--- config.mk ---
export PLATFORM = sky130hd
export DESIGN_NAME = control_sequencer
export DESIGN_NICKNAME = d
export VERILOG_FILES = /design/src/rtl/control_sequencer_pkg.sv /design/src/rtl/control_sequencer_program_counter.sv /design/src/rtl/control_sequencer.sv
export SDC_FILE = /design/constraint.sdc
export NUM_CORES = 1
export LEC_CHECK = 0
export CELL_PAD_IN_SITES_DETAIL_PLACEMENT = 0
export CELL_PAD_IN_SITES_GLOBAL_PLACEMENT = 1
export CORE_MARGIN = 2
export CORE_UTILIZATION = 38
export CTS_CLUSTER_SIZE = 40
export DETAILED_ROUTE_END_ITERATION = 10
export PLACE_DENSITY_LB_ADDON = 0.15
export SYNTH_ARGS = -nofsm -noshare
export SYNTH_HDL_FRONTEND = slang
export SYNTH_HIERARCHICAL = 1
export SYNTH_SLANG_ARGS = --single-unit
--- constraint.sdc ---
create_clock -name clock -period 2.05 [get_ports clock]
set_input_delay 0.41 -clock clock [delete_from_list [all_inputs] [get_ports clock]]
set_output_delay 0.41 -clock clock [all_outputs]
set_load 0.05 [all_outputs]
--- src/rtl/control_sequencer_pkg.sv ---
// Shared sizes and state encodings for the multi-cycle control sequencer.
// The sequencer and its program counter both import this package.
package control_sequencer_pkg;

    localparam int unsigned WordSize    = 16;
    localparam int unsigned InsAddrSize = 8;

    localparam logic [2:0] StateIdle      = 3'd0;
    localparam logic [2:0] StateFetch     = 3'd1;
    localparam logic [2:0] StateDecode    = 3'd2;
    localparam logic [2:0] StateExecute   = 3'd3;
    localparam logic [2:0] StateMemory    = 3'd4;
    localparam logic [2:0] StateWriteback = 3'd5;
    localparam logic [2:0] StateHalted    = 3'd6;

    typedef enum logic [2:0] {
        StIdle      = StateIdle,
        StFetch     = StateFetch,
        StDecode    = StateDecode,
        StExecute   = StateExecute,
        StMemory    = StateMemory,
        StWriteback = StateWriteback,
        StHalted    = StateHalted
    } seq_state_e;

endpackage

--- src/rtl/control_sequencer_program_counter.sv ---
// Program counter with the branch flag/target latched in EXECUTE.
// On each advance strobe it moves to the latched target or to PC+1.
module program_counter
    import control_sequencer_pkg::*;
#(
    parameter int unsigned INS_ADDR_SIZE = InsAddrSize
) (
    input  logic                     clock,
    input  logic                     reset,
    input  logic                     latch_en_i,
    input  logic                     branch_taken_i,
    input  logic [INS_ADDR_SIZE-1:0] branch_target_i,
    input  logic                     advance_i,
    output logic [INS_ADDR_SIZE-1:0] pc_o
);

    logic [INS_ADDR_SIZE-1:0] pc_q, pc_d;
    logic                     br_taken_q;
    logic [INS_ADDR_SIZE-1:0] br_target_q;

    always_comb begin
        pc_d = pc_q;
        if (advance_i) begin
            pc_d = br_taken_q ? br_target_q : pc_q + {{(INS_ADDR_SIZE-1){1'b0}}, 1'b1};
        end
    end

    always_ff @(posedge clock or posedge reset) begin
        if (reset) begin
            pc_q        <= '0;
            br_taken_q  <= 1'b0;
            br_target_q <= '0;
        end else begin
            pc_q <= pc_d;
            if (latch_en_i) begin
                br_taken_q  <= branch_taken_i;
                br_target_q <= branch_target_i;
            end
        end
    end

    assign pc_o = pc_q;

endmodule

--- src/rtl/control_sequencer.sv ---
// Multi-cycle sequencer: steps each instruction FETCH/DECODE/EXECUTE/[MEMORY]/WRITEBACK,
// issues one-hot stage enables, and counts retired instructions.
module control_sequencer
    import control_sequencer_pkg::*;
#(
    parameter int unsigned WORD_SIZE     = WordSize,
    parameter int unsigned INS_ADDR_SIZE = InsAddrSize
) (
    input  logic                     clock,
    input  logic                     reset,
    input  logic                     halt,
    input  logic                     mem_access,
    input  logic                     branch_taken,
    input  logic [INS_ADDR_SIZE-1:0] branch_target,
    input  logic                     memory_ready,
    output logic [INS_ADDR_SIZE-1:0] ins_pointer,
    output logic                     fetch_enable,
    output logic                     decode_enable,
    output logic                     execute_enable,
    output logic                     memory_enable,
    output logic                     writeback_enable,
    output logic                     halted,
    output logic [WORD_SIZE-1:0]     retired_count
);

    seq_state_e           state_q, state_d;
    logic [WORD_SIZE-1:0] retired_q, retired_d;
    logic                 retire;

    always_comb begin
        state_d          = state_q;
        fetch_enable     = 1'b0;
        decode_enable    = 1'b0;
        execute_enable   = 1'b0;
        memory_enable    = 1'b0;
        writeback_enable = 1'b0;
        halted           = 1'b0;
        unique case (state_q)
            StIdle: state_d = StFetch;
            StFetch: begin
                fetch_enable = 1'b1;
                state_d      = StDecode;
            end
            StDecode: begin
                decode_enable = 1'b1;
                state_d       = halt ? StHalted : StExecute;
            end
            StExecute: begin
                execute_enable = 1'b1;
                state_d        = mem_access ? StMemory : StWriteback;
            end
            StMemory: begin
                memory_enable = 1'b1;
                if (memory_ready) state_d = StWriteback;
            end
            StWriteback: begin
                writeback_enable = 1'b1;
                state_d          = StFetch;
            end
            StHalted: halted = 1'b1;
            default:  state_d = StIdle;
        endcase
    end

    assign retire    = writeback_enable;
    assign retired_d = retire ? retired_q + {{(WORD_SIZE-1){1'b0}}, 1'b1} : retired_q;

    always_ff @(posedge clock or posedge reset) begin
        if (reset) begin
            state_q   <= StIdle;
            retired_q <= '0;
        end else begin
            state_q   <= state_d;
            retired_q <= retired_d;
        end
    end

    assign retired_count = retired_q;

    program_counter #(
        .INS_ADDR_SIZE (INS_ADDR_SIZE)
    ) u_program_counter (
        .clock           (clock),
        .reset           (reset),
        .latch_en_i      (execute_enable),
        .branch_taken_i  (branch_taken),
        .branch_target_i (branch_target),
        .advance_i       (retire),
        .pc_o            (ins_pointer)
    );

endmodule
==> results.py <==
metrics = {
    "critical_path": {
        "crit_type": "register to output port",
        "cp_slowest_cell": "clkdlybuf4s50_1",
        "required_ns": 1.64,
        "worstReg2RegStart": "state_q[1]",
        "crit_cells": 1,
        "r2r_slack_ns": 0.38,
        "crit_family": "buffers and inverters",
        "reg2reg_depth": 4,
        "endpoint_kind": "output port",
        "crit_end": "retired_count[6]",
        "startpoint": "retired_count[6]",
        "worstPathArrival_ns": 1.58,
        "startpoint_type": "register",
        "regToRegEndpoint": "retired_count[15]",
        "cp_slowest_stage_delay_ns": 0.85,
        "crit_buf_inv": 1,
        "critPathMaxFanout": 4,
        "crit_chain": "clkdlybuf4s50_1",
    },
    "grt": {
        "antenna_found_initial": 0,
        "gr-total-overflow": 0,
        "grt_pass1_vias": 1289,
        "grt_max_degree": 21,
        "grt.total_usage_pct": 14.7,
        "grt_pass1_wl_mm": 5.97,
    },
    "sta": {
        "max_clock_freq_mhz": 502,
        "slew_headroom_pct": 55.5,
        "fin_worst_skew_ns": 0.00415,
        "drv_slew": 0,
        "fin_crit_ns": 1.99,
        "rsz0062_at_grt": "false",
        "setup_violations": 0,
        "worstMarginPinSlew_ns": 0.667,
        "tns_ns": 0,
        "hold_viol_final": 0,
        "finalCritPeriodShare_pct": 97.1,
    },
    "die": {
        "die_w_um": 72.6,
        "die_y_um": 72.6,
        "dieArea_um2": 5270,
        "start_util_pct": 40.3,
        "core_area_um2": 4440,
        "fp-row-count": 24,
        "io_pins": 44,
    },
    "pwr": {
        "p_sw_share_pct": 44.7,
        "sequentialPowerShare_pct": 35.0,
        "combPwrFrac_pct": 50.6,
        "internal-power_mw": 1.95,
        "pwr_density_cell_nw_per_um2": 1490,
        "vdd_drop_max_v": 0.000755,
        "p_leak_nw": 1.07,
        "p_clk_share_pct": 14.4,
        "p_sw_mw": 1.57,
    },
    "placed_design": {
        "dp_hpwl_mm": 2.60,
        "io_buffers": 43,
        "place_congestion": 0.801,
        "placed_cells": 251,
    },
    "cells_and_area": {
        "fin_util_pct": 53.2,
        "area_delta_synth_final_pct": 32.0,
        "drive_above_1_share_pct": 19.3,
        "instances_no_fill": 259,
        "fin_nets": 222,
        "fill_cells": 406,
        "regArea_um2": 901,
        "antenna_cells": 0,
        "multi_input_area_um2": 810,
    },
    "run_status": {
        "status": "complete, no violations",
    },
    "clocking": {
        "cts.clk_slew.worst_paths_ns": 0.07,
        "numCtsBuffers": 5,
        "clockRootBuffer": "clkbuf_8",
        "cts_resized": 0,
        "cts_setup_buffers": 0,
        "clkSinkCount": 36,
        "insertion_delay_ns": 0.28,
        "holdBufCountCts": 0,
        "cts_tree": "built",
        "cts_buffer_depth": 2,
        "cts_max_level": 2,
    },
    "yosys": {
        "synth_edf_count": 0,
        "synth.distinct_cells": 39,
        "synth-main-ff-cell": "dfrtp_1",
        "synthCells": 158,
        "yosys_warnings": 6,
        "synth-seq-area-share_pct": 50.3,
        "ys_ff_latch": 36,
        "synth_fp_nets": 174,
        "syn_avg_cell_area_um2": 11.3,
        "syn_area_um2": 1790,
        "async_flop_share_pct": 100,
    },
    "drt": {
        "dr.pass1.iters": 4,
        "wire_per_inst_um": 13.6,
        "ant_nets": 0,
        "drc": 0,
        "via_per_inst": 5.10,
        "vias": 1322,
        "wirelength_mm": 3.53,
        "first_iter_violations": 64,
    },
    "job": {
        "drv_cap": 0,
    },
    "worst_hold_path": {
        "hp-class": "input port to async pin",
    },
}
==> metrics by stage <==
stage | power (mW) | cell area, um^2 | hold slack [ns] | setup WS (ns)
3_5_place_dp | 3.03 | 2270 | 0.480 | 0.359
6_report | 3.52 | 2360 | 0.480 | 0.0596
2_1_floorplan | 2.47 | 1790 | 0.336 | 0.0970
5_1_grt | 3.73 | 2360 | 0.522 | 0.00253
3_3_place_gp | 2.98 | 2270 | 0.459 | 0.369
4_1_cts | 3.55 | 2360 | 0.481 | 0.0433
==> logic make-up (layout without fill, tap and decap cells) <==
| logic type | Yosys count | after routing | synth area share [%] |
|---|---|---|---|
| fa+ha+maj | 2 | 2 | 1.40 |
| xor+xnor | 15 | 15 | 7.76 |
| buf+inv | 14 | 63 | 4.41 |
| mux | 13 | 13 | 7.97 |
| compound gates | 22 | 22 | 7.97 |
| flops | 36 | 36 | 50.3 |
| simple gates | 56 | 56 | 20.1 |
==> sequential cells by signal, summed over array words and instances, names as in the netlist <==
register / flops
u_program_counter/br_target_q: 8
u_program_counter/br_taken_q: 1
retired_count: 16
u_program_counter/pc_o: 8
state_q: 3
==> cells in the final DEF (no fill, tap or decap), drive strengths merged, types with 3 or more instances in the layout <==
| master | Yosys | final |
|---|---|---|
| a22o | 3 | 3 |
| and3 | 5 | 5 |
| buf | 6 | 13 |
| clkbuf | 0 | 8 |
| clkdlybuf4s50 | 0 | 34 |
| dfrtp | 36 | 36 |
| inv | 8 | 8 |
| mux2 | 10 | 10 |
| mux2i | 3 | 3 |
| nand2 | 12 | 12 |
| nand2b | 4 | 4 |
| nand3 | 8 | 8 |
| nand4 | 6 | 6 |
| nor2 | 8 | 8 |
| nor2b | 4 | 4 |
| nor3 | 3 | 3 |
| o21ai | 9 | 9 |
| or4 | 3 | 3 |
| xnor2 | 11 | 11 |
| xor2 | 4 | 4 |
==> power groups by stage <==
stage	sequential, mW	combinational (mW)	clock, mW
finish	1.23	1.78	0.507
floorplan	1.61	0.863	0
global route	1.28	1.90	0.557
global placement	1.23	1.76	0
CTS	1.23	1.79	0.526
detailed placement	1.25	1.79	0
==> worst min-delay path by stage <==
stage                 startpoint                      endpoint  slack, ns  cells past startpoint
6_report                   reset              retired_count[3]       0.48                      3
5_1_grt        retired_count[15]             retired_count[15]       0.52                      1
4_1_cts                    reset              retired_count[4]       0.48                      3
3_5_place_dp   retired_count[15]             retired_count[15]       0.48                      1
3_3_place_gp   retired_count[15]             retired_count[15]       0.46                      1
2_1_floorplan              reset  u_program_counter/br_taken_q       0.34                      1
==> per-layer routing <==
layer	routed length (um)	vias to the layer above	GRT usage, %
li1	-	647	-
met1	1700	633	20.2
met2	1620	35	22.2
met3	140	7	2.90
met4	79	0	7.61
met5	0	-	0
==> area by class of cell <==
class                      instances  area share [%]
timing repair buffer              47            19.8
tap                               52            2.75
sequential                        36            38.1
inverter                           8            1.27
clock buffer                       8            3.81
multi-input combinational        108            34.3
==> synth_stat cells, types with 2 or more instances <==
library cell / n / share of area, %
ha_1: 2 / 1.4
and3_2: 2 / 0.84
inv_1: 8 / 1.7
buf_2: 3 / 0.84
nor2b_1: 4 / 1.4
nand2b_1: 4 / 1.4
nand3_1: 7 / 2.0
buf_6: 3 / 1.9
mux2i_1: 3 / 1.7
a21oi_1: 2 / 0.56
nand4_2: 2 / 1.4
nor2_1: 8 / 1.7
nand2_1: 12 / 2.5
a22o_1: 2 / 0.98
o31ai_1: 2 / 0.84
or4_1: 3 / 1.3
o21ai_0: 9 / 2.5
dfrtp_1: 36 / 50
mux2_2: 10 / 6.3
xor2_1: 4 / 2.0
nand4_1: 2 / 0.70
and3_1: 3 / 1.0
xnor2_1: 10 / 4.9
nand4_4: 2 / 2.4
No activity file was read; power rests on OpenSTA's default activity.
